[src/rtl/fetch_pkg.sv]
// Shared types for the instruction prefetch unit:
// FSM encoding, buffer entry layout and PC increment.
package fetch_pkg;

  typedef enum logic [1:0] {
    S_IDLE  = 2'd0,
    S_REQ   = 2'd1,
    S_DRAIN = 2'd2
  } state_e;

  localparam logic [31:0] PC_STEP = 32'd4;

  typedef struct packed {
    logic [31:0] instr;
    logic [31:0] pc;
  } fetch_entry_t;

  function automatic logic [31:0] next_pc(input logic [31:0] pc);
    return pc + PC_STEP;
  endfunction

endpackage

[src/rtl/instr_prefetch_if.sv]
// Consumer and SDRAM read-port signals of the prefetch unit.
// The prefetcher takes the slave view; its environment the master view.
interface instr_prefetch_if #(
  parameter int AWIDTH = 25
);
  logic              redirect;
  logic [31:0]       redirect_pc;
  logic              fetch_req;
  logic              fetch_ack;
  logic [31:0]       instr;
  logic [31:0]       instr_pc;
  logic              sdram_rd_req;
  logic              sdram_rd_ack;
  logic [31:0]       sdram_rd_data;
  logic [AWIDTH-1:0] sdram_addr;

  modport slave (
    input  redirect,
    input  redirect_pc,
    input  fetch_req,
    input  sdram_rd_ack,
    input  sdram_rd_data,
    output fetch_ack,
    output instr,
    output instr_pc,
    output sdram_rd_req,
    output sdram_addr
  );

  modport master (
    output redirect,
    output redirect_pc,
    output fetch_req,
    output sdram_rd_ack,
    output sdram_rd_data,
    input  fetch_ack,
    input  instr,
    input  instr_pc,
    input  sdram_rd_req,
    input  sdram_addr
  );
endinterface

[src/rtl/instr_fifo.sv]
// Show-ahead FIFO with synchronous flush; head reads zero when empty.
// DEPTH must be a power of two so the pointers wrap naturally.
module instr_fifo #(
  parameter int WIDTH = 64,
  parameter int DEPTH = 4
) (
  input  logic                       clk,
  input  logic                       rst_n,
  input  logic                       flush,
  input  logic                       push,
  input  logic                       pop,
  input  logic [WIDTH-1:0]           wdata,
  output logic [WIDTH-1:0]           rdata,
  output logic [$clog2(DEPTH+1)-1:0] count
);
  localparam int PW = $clog2(DEPTH);
  localparam int CW = $clog2(DEPTH+1);

  logic [WIDTH-1:0] mem [DEPTH];
  logic [PW-1:0]    wr_q;
  logic [PW-1:0]    rd_q;
  logic [CW-1:0]    cnt_q;

  always_ff @(posedge clk or negedge rst_n) begin
    if (!rst_n) begin
      wr_q  <= '0;
      rd_q  <= '0;
      cnt_q <= '0;
    end else if (flush) begin
      wr_q  <= '0;
      rd_q  <= '0;
      cnt_q <= '0;
    end else begin
      if (push) wr_q <= wr_q + 1'b1;
      if (pop)  rd_q <= rd_q + 1'b1;
      unique case ({push, pop})
        2'b10:   cnt_q <= cnt_q + 1'b1;
        2'b01:   cnt_q <= cnt_q - 1'b1;
        default: ;
      endcase
    end
  end

  always_ff @(posedge clk) begin
    if (push && !flush) mem[wr_q] <= wdata;
  end

  assign rdata = (cnt_q != '0) ? mem[rd_q] : '0;
  assign count = cnt_q;

endmodule

[src/rtl/instr_prefetch.sv]
// Instruction prefetcher: streams sequential words from SDRAM into a
// small show-ahead buffer and restarts the stream on redirect.
module instr_prefetch
  import fetch_pkg::*;
#(
  parameter int AWIDTH = 25,
  parameter int DEPTH  = 4
) (
  input logic              CLK,
  input logic              RST_X,
  instr_prefetch_if.slave  bus
);
  localparam int CW = $clog2(DEPTH+1);
  localparam logic [CW-1:0] FULL = CW'(DEPTH);
  localparam logic [CW-1:0] LAST = CW'(DEPTH-1);

  state_e            state_q, state_d;
  logic [31:0]       fetch_pc_q, fetch_pc_d;
  logic [AWIDTH-1:0] drain_addr_q, drain_addr_d;

  logic         push;
  logic         pop;
  logic         ack;
  logic [CW-1:0] count;
  fetch_entry_t wentry;
  fetch_entry_t head;

  assign ack    = bus.sdram_rd_ack;
  assign pop    = bus.fetch_req & (count != '0) & ~bus.redirect;
  assign push   = (state_q == S_REQ) & ack & ~bus.redirect;
  assign wentry = '{instr: bus.sdram_rd_data, pc: fetch_pc_q};

  instr_fifo #(
    .WIDTH (64),
    .DEPTH (DEPTH)
  ) u_fifo (
    .clk   (CLK),
    .rst_n (RST_X),
    .flush (bus.redirect),
    .push  (push),
    .pop   (pop),
    .wdata (wentry),
    .rdata (head),
    .count (count)
  );

  always_comb begin
    state_d      = state_q;
    fetch_pc_d   = fetch_pc_q;
    drain_addr_d = drain_addr_q;
    if (push)         fetch_pc_d = next_pc(fetch_pc_q);
    if (bus.redirect) fetch_pc_d = bus.redirect_pc;
    unique case (state_q)
      S_IDLE: begin
        if (bus.redirect || count < FULL) state_d = S_REQ;
      end
      S_REQ: begin
        // An unacked read is still in flight: finish it at the old address.
        if (bus.redirect) begin
          if (!ack) begin
            state_d      = S_DRAIN;
            drain_addr_d = fetch_pc_q[AWIDTH-1:0];
          end
        end else if (ack && count == LAST && !pop) begin
          state_d = S_IDLE;
        end
      end
      S_DRAIN: begin
        if (ack) state_d = S_REQ;
      end
      default: state_d = S_IDLE;
    endcase
  end

  always_ff @(posedge CLK or negedge RST_X) begin
    if (!RST_X) begin
      state_q      <= S_IDLE;
      fetch_pc_q   <= '0;
      drain_addr_q <= '0;
    end else begin
      state_q      <= state_d;
      fetch_pc_q   <= fetch_pc_d;
      drain_addr_q <= drain_addr_d;
    end
  end

  assign bus.fetch_ack    = pop;
  assign bus.instr        = head.instr;
  assign bus.instr_pc     = head.pc;
  assign bus.sdram_rd_req = (state_q != S_IDLE);
  assign bus.sdram_addr   = (state_q == S_DRAIN) ? drain_addr_q
                                                 : fetch_pc_q[AWIDTH-1:0];

endmodule

[src/flat_wrapper.sv]
// flat-port wrapper written by rule: the top's interface ports become plain ports
module instr_prefetch_flat import fetch_pkg::*;
#(
  parameter int AWIDTH = 25,
  parameter int DEPTH  = 4
)
  (CLK, RST_X, bus_redirect, bus_redirect_pc, bus_fetch_req, bus_sdram_rd_ack, bus_sdram_rd_data, bus_fetch_ack, bus_instr, bus_instr_pc, bus_sdram_rd_req, bus_sdram_addr);
  instr_prefetch_if #(.AWIDTH(AWIDTH)) bus_i ();
  input logic CLK;
  input logic RST_X;
  input wire logic [$bits(bus_i.redirect)-1:0] bus_redirect;
  input wire logic [$bits(bus_i.redirect_pc)-1:0] bus_redirect_pc;
  input wire logic [$bits(bus_i.fetch_req)-1:0] bus_fetch_req;
  input wire logic [$bits(bus_i.sdram_rd_ack)-1:0] bus_sdram_rd_ack;
  input wire logic [$bits(bus_i.sdram_rd_data)-1:0] bus_sdram_rd_data;
  output wire logic [$bits(bus_i.fetch_ack)-1:0] bus_fetch_ack;
  output wire logic [$bits(bus_i.instr)-1:0] bus_instr;
  output wire logic [$bits(bus_i.instr_pc)-1:0] bus_instr_pc;
  output wire logic [$bits(bus_i.sdram_rd_req)-1:0] bus_sdram_rd_req;
  output wire logic [$bits(bus_i.sdram_addr)-1:0] bus_sdram_addr;
  assign bus_i.redirect = bus_redirect;
  assign bus_i.redirect_pc = bus_redirect_pc;
  assign bus_i.fetch_req = bus_fetch_req;
  assign bus_i.sdram_rd_ack = bus_sdram_rd_ack;
  assign bus_i.sdram_rd_data = bus_sdram_rd_data;
  assign bus_fetch_ack = bus_i.fetch_ack;
  assign bus_instr = bus_i.instr;
  assign bus_instr_pc = bus_i.instr_pc;
  assign bus_sdram_rd_req = bus_i.sdram_rd_req;
  assign bus_sdram_addr = bus_i.sdram_addr;
  instr_prefetch #(.AWIDTH(AWIDTH), .DEPTH(DEPTH)) u_core (.CLK(CLK), .RST_X(RST_X), .bus(bus_i));
endmodule
[config.mk]
export PLATFORM = sky130hd
export DESIGN_NAME = instr_prefetch_flat
export DESIGN_NICKNAME = d
export VERILOG_FILES = /design/src/rtl/fetch_pkg.sv /design/src/rtl/instr_prefetch_if.sv /design/src/rtl/instr_fifo.sv /design/src/rtl/instr_prefetch.sv /design/src/flat_wrapper.sv
export SDC_FILE = /design/constraint.sdc
export NUM_CORES = 1
export LEC_CHECK = 0
export BUFFER_PORTS_ARGS = -buffer_cell sky130_fd_sc_hd__buf_2
export CAP_MARGIN = 20
export CORE_UTILIZATION = 58
export DETAILED_ROUTE_END_ITERATION = 8
export PLACE_DENSITY = 0.8
export SLEW_MARGIN = 5
export SYNTH_ARGS = -nofsm -noshare
export SYNTH_HDL_FRONTEND = slang
export SYNTH_SLANG_ARGS = --single-unit
[constraint.sdc]
create_clock -name CLK -period 3.7 [get_ports CLK]
set_clock_uncertainty 0.05 [all_clocks]
set_input_delay 0.185 -clock CLK [delete_from_list [all_inputs] [get_ports CLK]]
set_output_delay 0.185 -clock CLK [all_outputs]
set_load 0.03 [all_outputs]
==> summary.txt <==
Yosys
  – Synth Instances: 761
  – Adder-cell share of the synthesized area: 0.006248
  – Most common cell in the netlist: edfxtp_1
  – Largest family of logic cells by synthesized area: multiplexers
  – Synth Area in Simple Gates: 0.08350
  – EDFF count, synth: 256
  – Post-synthesis sequential area ratio: 0.7066
  – Post-Synth XOR/XNOR Area: 0.007952
  – Share of the synthesized area in the top cell type: 0.5817
  – Top cells by count, synth: 256 x edfxtp_1, 67 x and2_1, 66 x dfrtp_1, 64 x mux4_2, 47 x mux2_2
  – Synth area leader: edfxtp_1
  – Synthesized area per cell: 17.37 um2
  – Seq cells post-synth: 322
  – Yosys warning count: 0
  – Ys flop type: edfxtp_1
  – Distinct cells, synth: 43
  – Synth top area cells: edfxtp_1 58%, dfrtp_1 12%, mux4_2 11%, mux2_2 4.0%, and2_1 3.2%
  – Synth Area in Compound Gates: 0.02944
  – Syn Nets: 836
  – Mapped cell area: 0.01322 mm2
  – Mux cell area share after synthesis: 0.1506
  – Ys async rst share: 0.2050

Layout
  – Final net count: 1067
  – Fin cells: 1295
  – Inserted Diodes: 0
  – Layout area overhead: 22.28%
  – Final core occ: 0.7315
  – Design Area, Final: 0.01616 mm2
  – Share of cells above drive strength 1: 0.3340

Power
  – Leakage: 5.793 nW
  – Combinational power share: 0.283
  – Pwr/cell area: 684.8 mW/mm2
  – P_sw: 0.003471 W
  – Sequential power share: 0.415
  – Clock Power Share: 0.302
  – Sw frac: 0.3136
  – Peak VDD IR: 0.5550 mV
  – Pint: 0.007596 W

Timing
  – # setup viols final: 0
  – Minimum clock period: 2.807 ns
  – Slew headroom: 0.3343
  – Unrepaired setup endpoints after global routing: no
  – Crit share post-route: 0.7587
  – Slew Limit Fails: 0
  – Peak Freq: 356.2 MHz
  – Post-route setup TNS: 0 ns
  – Final Hold Viols: 0
  – Slew @ Worst Pin: between 0.9 and 1 ns

Min path
  – Worst Min Path Start: bus_redirect
  – Hold Path Class: in -> reg

Floorplanning
  – Initial Util: 0.5982
  – Chip width: 153.0 um
  – Floorplan row count: 54
  – Core area: 0.02209 mm2
  – Die area: 0.02340 mm2
  – Die H: 153.0 um
  – IO Count: 160

Setup path
  – CP Capture Type: primary output
  – WP data arrival: 2.57 ns
  – Largest fanout on the critical path: 33
  – Worst setup SP type: register
  – CP Class: reg -> out
  – Req. time, crit path: between 3 and 4 ns
  – Critical path startpoint: u_core.u_fifo.rd_q[0]
  – Crit Reg-Reg Startpoint: u_core.fetch_pc_q[3]

Global route
  – Largest net degree at the start of global routing: 66
  – Vias in the first global route: 7851
  – Antenna violations before repair: 0
  – First-pass GRT wire length: 43.21 mm
  – GRT Resource Usage Total: 0.2422
  – Total congestion overflow: 0

Placement
  – Post-DP HPWL: between 15 and 20 mm
  – Number of port buffers: roughly 160
  – RePlAce Congestion: ~0.85
  – Placed cell count: 1169
  – Cell Area, Placed: roughly 0.014 mm2

Clock network
  – CTS tree: done
  – Worst-case clock buffer depth: 3
  – Clock insertion delay at the later pin of the skew report: approximately 0.5 ns
  – Clk root buf: clkbuf_16
  – # clock sinks: approximately 320
  – Clock transition at the registers of the reported paths: 0.06 ns
  – H-tree depth: 2
  – CTS buffer count: 34
  – Cts repair resizes: 0

Run
  – Max_cap viols: 0

Detailed routing
  – Initial DRC Count: roughly 490
  – DRC Markers: 0
  – Post-DR wirelength/cell: ~21 um
  – Via count: approximately 7700
  – Routed Antenna Nets: 0
  – Drt pass-1 iters: 6
  – Drt total wl: 27.52 mm
  – Vias/cell: 5.952

Status
  – Status: completed
[what timing repair did]
action                    in CTS  in global routing
hold endpoints to repair     200                  0
hold buffers                  67                  0
setup buffers                  0                  0
[metrics by stage]
stage / setup WS, ns / total power [W] / hold slack [ns]
floorplan: 0.6281 / 0.006837 / -0.1606
global placement: 1.156 / 0.007710 / 0.3343
detailed placement: 1.055 / 0.007762 / 0.3330
CTS: 0.8301 / 0.01116 / 0.1963
global route: 0.7697 / 0.01152 / 0.2222
finish: 0.8928 / 0.01107 / 0.2085
[layer usage]
metal,wire (um),share of wire,global-route usage,vias up
li1,-,-,-,3453
met1,11440,0.42,0.3210,3910
met2,13930,0.51,0.4148,303
met3,1622,0.059,0.03941,42
met4,530,0.019,0.07648,0
met5,0,0,0,-
[flip-flops by register name, indices dropped and copies added (netlist names)]
register,cells
u_core.drain_addr_q,25
u_core.fetch_pc_q,32
u_core.state_q,2
u_core.u_fifo.count,3
u_core.u_fifo.mem,256
u_core.u_fifo.rd_q,2
u_core.u_fifo.wr_q,2
[area by class of cell]
cell class,count,area (um2)
sequential,322,9346
fill,1381,5933
multi-input combinational,386,3695
timing repair buffer,238,1619
clock buffer,52,1032
tap,280,350.3
clock inverter,7,80.08
inverter,10,37.54
[cell families (layout without fill, tap and decap cells)]
group / count (synthesis) / in the layout
DFF: 322 / 322
and+or+nand+nor: 193 / 193
muxes: 113 / 113
AOI/OAI and AO/OA: 62 / 62
buffers and inverters: 53 / 307
xor gates and xnor gates: 12 / 12
adders and majority gates: 6 / 6
[placed cells by master, fill, tap and decap left out, drive strengths merged, types with 18 or more instances in the layout]
cell type	synthesis	layout
nor2	30	30
and2	67	67
o21ai	20	20
nand2	25	25
clkbuf	31	52
mux2	47	47
dfrtp	66	66
or4	18	18
a31oi	19	19
edfxtp	256	256
dlygate4sd3	0	67
buf	12	171
mux4	64	64
[worst paths after layout]
| check | end | slack, ns | depth (start not counted) |
|---|---|---|---|
| max | bus_instr_pc[0] | 0.89 | 4 |
| min | u_core.u_fifo.wr_q[0] | 0.21 | 3 |
| max reg2reg | u_core.fetch_pc_q[28] | 1.00 | 5 |
| min reg2reg | u_core.drain_addr_q[5] | 0.45 | 1 |
| max in group asynchronous | u_core.fetch_pc_q[10] | 2.34 | 3 |
| min in group asynchronous | u_core.drain_addr_q[8] | 0.32 | 2 |
[power by group through the flow]
stage	registers, W	logic (W)	clock network (W)
floorplan	0.00447	0.00236	0
global placement	0.00464	0.00307	0
detailed placement	0.00467	0.00309	0
CTS	0.00460	0.00316	0.00340
global route	0.00465	0.00334	0.00354
finish	0.00460	0.00313	0.00334
[critical path, cell delays in order, from the launching register on]
cell	delay (ns)
dfrtp_4	0.77
buf_12	0.33
mux4_2	0.56
and2_1	0.20
buf_2	0.19
Note: power is estimated with default switching activity, not from simulation.
